<file path="src/rtl/song_player.sv">
// song_player: steps through an external note ROM for the selected song and
// presents one note code at a time to the buzzer tone generator.
//
// Ports:
//   clk        system clock
//   rst_n      synchronous reset, active low
//   song_num   selected song 0..2; 3 plays nothing
//   pause      level; 1 freezes playback and mutes the output
//   rom_addr   {song, idx} to the note ROM (registered)
//   rom_data   ROM word: [7:3] note code, [2:0] duration-1
//   note       note code to the tone generator; 0 is silent
//   note_valid 1 while a pitched note (code 1..21) sounds
//   note_idx   index of the current note within the song
//   playing    1 while actively fetching/playing and not paused
//   song_done  one-cycle pulse at the end of a song
module song_player #(
    parameter int unsigned TICKS_PER_UNIT = 12_500_000,
    parameter int unsigned GAP_TICKS      = 1_000_000,
    parameter int unsigned SONG_LEN       = 64,
    parameter bit          LOOP           = 1'b1
) (
    input  logic       clk,
    input  logic       rst_n,
    input  logic [1:0] song_num,
    input  logic       pause,
    output logic [7:0] rom_addr,
    input  logic [7:0] rom_data,
    output logic [4:0] note,
    output logic       note_valid,
    output logic [5:0] note_idx,
    output logic       playing,
    output logic       song_done
);

    localparam int unsigned TickW = (TICKS_PER_UNIT > 1) ? $clog2(TICKS_PER_UNIT) : 1;
    localparam int unsigned GapW  = (GAP_TICKS > 1) ? $clog2(GAP_TICKS) : 1;
    localparam logic [TickW-1:0] TickLast = TickW'(TICKS_PER_UNIT - 1);
    localparam logic [GapW-1:0]  GapLast  = GapW'((GAP_TICKS > 0) ? (GAP_TICKS - 1) : 0);
    localparam logic [5:0]       IdxLast  = 6'(SONG_LEN - 1);

    typedef enum logic [2:0] {
        StIdle,
        StFetch,
        StWait,
        StPlay,
        StGap,
        StEnd,
        StDone
    } state_e;

    state_e           state_q;
    logic [1:0]       song_q;
    logic [5:0]       idx_q;
    logic [TickW-1:0] tick_q;
    logic [2:0]       unit_q;
    logic [GapW-1:0]  gap_q;
    logic [4:0]       code_q;
    logic [2:0]       dur_q;
    // Set once the ROM has had a full cycle to register the new address.
    logic             rom_wait_q;

    logic [4:0] rom_code;
    logic [2:0] rom_dur;
    logic       rom_is_end;
    logic       rom_pitched;
    logic       code_pitched;
    logic       last_idx;

    assign rom_code     = rom_data[7:3];
    assign rom_dur      = rom_data[2:0];
    // Codes 22..31 are unused or the end marker; all terminate the song.
    assign rom_is_end   = (rom_code >= 5'd22);
    assign rom_pitched  = (rom_code != 5'd0) && (rom_code <= 5'd21);
    assign code_pitched = (code_q != 5'd0) && (code_q <= 5'd21);
    assign last_idx     = (idx_q == IdxLast);
    assign note_idx     = idx_q;

    always_ff @(posedge clk) begin
        if (!rst_n) begin
            state_q    <= StFetch;
            song_q     <= song_num;
            idx_q      <= 6'd0;
            tick_q     <= '0;
            unit_q     <= 3'd0;
            gap_q      <= '0;
            code_q     <= 5'd0;
            dur_q      <= 3'd0;
            rom_wait_q <= 1'b0;
            rom_addr   <= {song_num, 6'd0};
            note       <= 5'd0;
            note_valid <= 1'b0;
            playing    <= 1'b0;
            song_done  <= 1'b0;
        end else if (song_num != song_q) begin
            // Song change outranks pause and every state; rom_addr is left
            // alone until the next FETCH.
            song_q     <= song_num;
            idx_q      <= 6'd0;
            tick_q     <= '0;
            unit_q     <= 3'd0;
            gap_q      <= '0;
            rom_wait_q <= 1'b0;
            note       <= 5'd0;
            note_valid <= 1'b0;
            song_done  <= 1'b0;
            if (song_num == 2'd3) begin
                state_q <= StIdle;
                playing <= 1'b0;
            end else begin
                state_q <= StFetch;
                playing <= ~pause;
            end
        end else if (song_q == 2'd3) begin
            state_q    <= StIdle;
            note       <= 5'd0;
            note_valid <= 1'b0;
            playing    <= 1'b0;
            song_done  <= 1'b0;
        end else if (pause) begin
            // Everything but the outputs holds, so the remaining time is kept.
            note       <= 5'd0;
            note_valid <= 1'b0;
            playing    <= 1'b0;
            song_done  <= 1'b0;
        end else begin
            song_done  <= 1'b0;
            playing    <= 1'b1;
            note       <= 5'd0;
            note_valid <= 1'b0;
            unique case (state_q)
                StFetch: begin
                    rom_addr   <= {song_q, idx_q};
                    rom_wait_q <= 1'b0;
                    state_q    <= StWait;
                end
                StWait: begin
                    if (!rom_wait_q) begin
                        rom_wait_q <= 1'b1;
                    end else begin
                        code_q <= rom_code;
                        dur_q  <= rom_dur;
                        tick_q <= '0;
                        unit_q <= 3'd0;
                        if (rom_is_end) begin
                            state_q   <= StEnd;
                            song_done <= 1'b1;
                            playing   <= 1'b0;
                        end else begin
                            state_q    <= StPlay;
                            note       <= rom_code;
                            note_valid <= rom_pitched;
                        end
                    end
                end
                StPlay: begin
                    note       <= code_q;
                    note_valid <= code_pitched;
                    // Two nested counters give (dur+1)*TICKS_PER_UNIT cycles.
                    if (tick_q == TickLast) begin
                        tick_q <= '0;
                        if (unit_q == dur_q) begin
                            unit_q     <= 3'd0;
                            note       <= 5'd0;
                            note_valid <= 1'b0;
                            if (GAP_TICKS != 0) begin
                                gap_q   <= '0;
                                state_q <= StGap;
                            end else if (last_idx) begin
                                state_q   <= StEnd;
                                song_done <= 1'b1;
                                playing   <= 1'b0;
                            end else begin
                                idx_q   <= idx_q + 6'd1;
                                state_q <= StFetch;
                            end
                        end else begin
                            unit_q <= unit_q + 3'd1;
                        end
                    end else begin
                        tick_q <= tick_q + TickW'(1);
                    end
                end
                StGap: begin
                    if (gap_q == GapLast) begin
                        gap_q <= '0;
                        // The last slot ends the song rather than spilling
                        // into the next song's ROM space.
                        if (last_idx) begin
                            state_q   <= StEnd;
                            song_done <= 1'b1;
                            playing   <= 1'b0;
                        end else begin
                            idx_q   <= idx_q + 6'd1;
                            state_q <= StFetch;
                        end
                    end else begin
                        gap_q <= gap_q + GapW'(1);
                    end
                end
                StEnd: begin
                    idx_q <= 6'd0;
                    if (LOOP) begin
                        state_q <= StFetch;
                    end else begin
                        state_q <= StDone;
                        playing <= 1'b0;
                    end
                end
                StDone: begin
                    playing <= 1'b0;
                end
                StIdle: begin
                    // Only reachable with a valid song after a stray state;
                    // restart the song cleanly.
                    idx_q   <= 6'd0;
                    state_q <= StFetch;
                end
                default: begin
                    state_q <= StFetch;
                end
            endcase
        end
    end

endmodule
</file>
<file path="config.mk">
export PLATFORM = sky130hd
export DESIGN_NAME = song_player
export DESIGN_NICKNAME = d
export VERILOG_FILES = /design/src/rtl/song_player.sv
export SDC_FILE = /design/constraint.sdc
export NUM_CORES = 1
export LEC_CHECK = 0
export ABC_AREA = 1
export ABC_CLOCK_PERIOD_IN_PS = 3400
export CORE_UTILIZATION = 40
export CTS_CLUSTER_DIAMETER = 40
export DETAILED_ROUTE_END_ITERATION = 16
export GPL_TIMING_DRIVEN = 0
export HOLD_SLACK_MARGIN = 0.03
export SYNTH_ARGS = -nofsm -noshare
export SYNTH_HDL_FRONTEND = slang
export SYNTH_SLANG_ARGS = --single-unit
</file>
<file path="constraint.sdc">
create_clock -name clk -period 3.4 [get_ports clk]
set_clock_uncertainty 0.2 [all_clocks]
set_input_delay 0.68 -clock clk [delete_from_list [all_inputs] [get_ports clk]]
set_output_delay 0.68 -clock clk [all_outputs]
set_load 0.02 [all_outputs]
</file>
==> flow_summary.ini <==
[outcome]
status = finished, violations left
failing_checks = DRC

[sta]
timing.final.max_slew_violations = 0
fin_setup_tns_ns = 0
fmax_ghz = 0.3843
timing.final.hold_violations = 0
grt_setup_unrepaired = false
max-slew-margin-rel = 0.5916
report.final.setup_viol = 0
final.min_clock_period_ns = 2.602
worstMarginPinSlew_ns = 0.6125
layout_worst_path_cycle_share = 0.7653

[drt]
route.vias.total = 4581
route.detailed.vias_per_inst = 5.045
drc = 2
post_drt_wl_per_cell_um = 13.09
drt.antenna.violating_nets = 0
first_drt_pass_iteration_count = 11
wl_mm = 11.88
drt_iter0_markers = 344

[setup_path]
crit_required_ns = 3.18
worstReg2RegEnd = song_q[0]
ff2ff_path_depth = 5
ff2ff_setup_slack_ns = 1.17
cp_max_fo = 11
worstPathArrival_ns = 2.38
timing.rr.start = song_q[0]
criticalPathCategory = in -> reg
timing.critical_path.from_type = input port
kind_of_end_point_of_the_critical_path = flop

[logic_synthesis]
synthesis.instances = 716
postSynth.asyncResetShare = 0
primary_flip_flop_cell_chosen_by_synthesis_mapping = sky130_fd_sc_hd__dfxtp_1
flop_and_latch_count_out_of_synthesis = 83
synth_enable_flop_cells = 4
number_of_nets_in_the_synthesized_netlist = 733
synth_cell_type_count = 44
mappedNetlistArea_um2 = 4792
synth.yosys.seq_area_share = 0.3551
syn-mean-instance-area_um2 = 6.693
ys.warnings.count = 0

[global_routing]
grt.total_usage = 0.2004
maximum_number_of_pins_on_one_net_before_global_route_repair = 14
grt_pass1_vias = 4121
grt_overflow = 0
grt_antenna_before_repair = 0
grt_first_pass_wirelength_mm = 19.91

[layout]
areaGrowthSynthToFinish_pct = 17.10
finalNetCount = 777
fillers = 1181
drive_above_1_share = 0.09412
num_antenna_cells = 0

[pwr]
static-leakage-power_nw = 1.936
power_density_nw_per_um2 = 399.9
peak_supply_drop_mv = 0.2994
finalPower_w = 0.002244

[worst_hold_path]
timing.hold.worst.start = dur_q[1]
hold_path.class = reg -> reg
hold_path_depth = 2
hold_path_end = dur_q[1]

[clocking]
cts-htree-levels = 3
numClockSinks = 83
cts_tree = done
cts_post_setup_buffers_inserted = 0
cts_max_path_buffers = 2
worst_setup_hold_path_clk_slew_ns = 0.06
post_cts_hold_buffer_count = 0
cts_root_cell = sky130_fd_sc_hd__clkbuf_16
clk_latency_ns = 0.35
postCtsResizedCells = 0
cts_made_buffers = 9

[die]
chipHeight_um = 111.5
design.portCount = 35
fp-row-count = 39
starting_density_of_the_core = 0.4144
core_region_area_um2 = 11560
die_x_um = 111.5
die_area_um2 = 12420

[placed_design]
port_buf_inserts = 33
place_congestion = 0.8618
hpwlAfterDp_mm = 9.100

[run]
reported_max_cap_violation_count = 0
## metal layers
| layer | wire, µm | up-vias | track usage |
|---|---|---|---|
| met2 | 5386 | 86 | 0.3175 |
| met1 | 5748 | 2087 | 0.2677 |
| met4 | 197 | 0 | 0.07297 |
| li1 | - | 2393 | - |
| met5 | 0 | - | 0 |
| met3 | 549 | 15 | 0.04409 |
## flip-flops by register name, indices dropped and copies added (netlist names)
register / count
code_q: 5
dur_q: 3
gap_q: 20
note: 5
note_idx: 6
note_valid: 1
playing: 1
rom_addr: 8
rom_wait_q: 1
song_done: 1
song_q: 2
state_q: 3
tick_q: 24
unit_q: 3
## critical path, cell delays in order
cell and delay, ns:
sky130_fd_sc_hd__clkdlybuf4s50_1 0.46, sky130_fd_sc_hd__xnor2_1 0.15, sky130_fd_sc_hd__nand2_1 0.21, sky130_fd_sc_hd__nor2_2 0.13
sky130_fd_sc_hd__inv_1 0.22, sky130_fd_sc_hd__clkbuf_1 0.51
## worst max-delay path by stage
stage | startpoint | to | slack, ns
3_5_place_dp | song_num[0] | song_q[0] | 0.40
5_1_grt | song_num[0] | song_q[1] | 0.69
2_1_floorplan | song_num[0] | rom_addr[6] | 1.33
3_3_place_gp | song_num[0] | song_q[0] | 0.42
4_1_cts | song_num[0] | song_q[0] | 0.77
6_report | song_num[0] | song_q[0] | 0.80
## cell families after synthesis
group / count (synthesis) / synth area share
xor gates and xnor gates: 20 / 0.03655
DFF: 83 / 0.3551
and+or+nand+nor: 414 / 0.3992
buffers and inverters: 99 / 0.08747
adders and majority gates: 4 / 0.01044
AOI/OAI and AO/OA: 96 / 0.1112
## power breakdown
group / internal [W] / switching [W] / leakage (nW)
Sequential: 0.000991 / 0.0000104 / 0.678
Combinational: 0.0000652 / 0.000142 / 1.11
Clock: 0.000641 / 0.000393 / 0.151
Total: 0.00170 / 0.000546 / 1.94
## cells in the final DEF, fill, tap and decap left out, drive strengths merged
cell           count
a211oi             1
a21o               1
a21oi             48
a31oi              2
buf               10
bufinv             2
clkbuf            16
clkdlybuf4s50     33
clkinv             3
dfxtp             79
edfxtp             4
ha                 4
inv               84
nand2            184
nand3             59
nand3b             3
nand4             13
nor2             131
nor3              16
nor3b              3
nor4               2
o211a              1
o211ai             1
o21ai             37
o21bai             2
o22ai              2
o41ai              1
or2                3
xnor2              5
xor2              15
## per-stage QoR
step / instance area [µm²] / utilization / setup WS, ns / hold slack [ns] / instances
CTS: 5612 / 0.4852 / 0.7655 / 0.2793 / 908
floorplan: 4792 / - / 1.331 / 0.2445 / 716
global route: 5612 / 0.4852 / 0.6878 / 0.3088 / 908
detailed placement: 5301 / 0.4584 / 0.3981 / 0.2707 / 892
finish: 5612 / 0.4852 / 0.7981 / 0.2753 / 908
global placement: 5301 / 0.4584 / 0.4212 / 0.2639 / 892
## final cells by class
class / count / area, µm² / share of cell area
timing repair buffer: 33 / 330.3 / 0.05886
clock inverter: 5 / 77.57 / 0.01382
clock buffer: 11 / 232.7 / 0.04147
tap: 143 / 178.9 / 0.03188
inverter: 84 / 320.3 / 0.05708
buffer: 15 / 98.84 / 0.01761
multi-input combinational: 534 / 2671 / 0.4760
sequential: 83 / 1702 / 0.3032
## Yosys cell counts (all sizes together) (2+ instances only)
library cell  count  area, µm²
nand2           184      758.2
nor2            131      558.0
inv              84      320.3
dfxtp            79       1582
nand3            59      332.8
a21oi            48      251.5
o21ai            37      200.2
nor3             16      106.4
xor2             15      131.4
nand4            13      81.33
buf              10      80.07
clkbuf            5      18.77
xnor2             5      43.79
edfxtp            4      120.1
ha                4      50.05
nand3b            3      22.52
nor3b             3      22.52
or2               3      18.77
a31oi             2      12.51
nor4              2      12.51
o21bai            2      15.01
o22ai             2      12.51
Note: power is estimated with default switching activity, not from simulation.
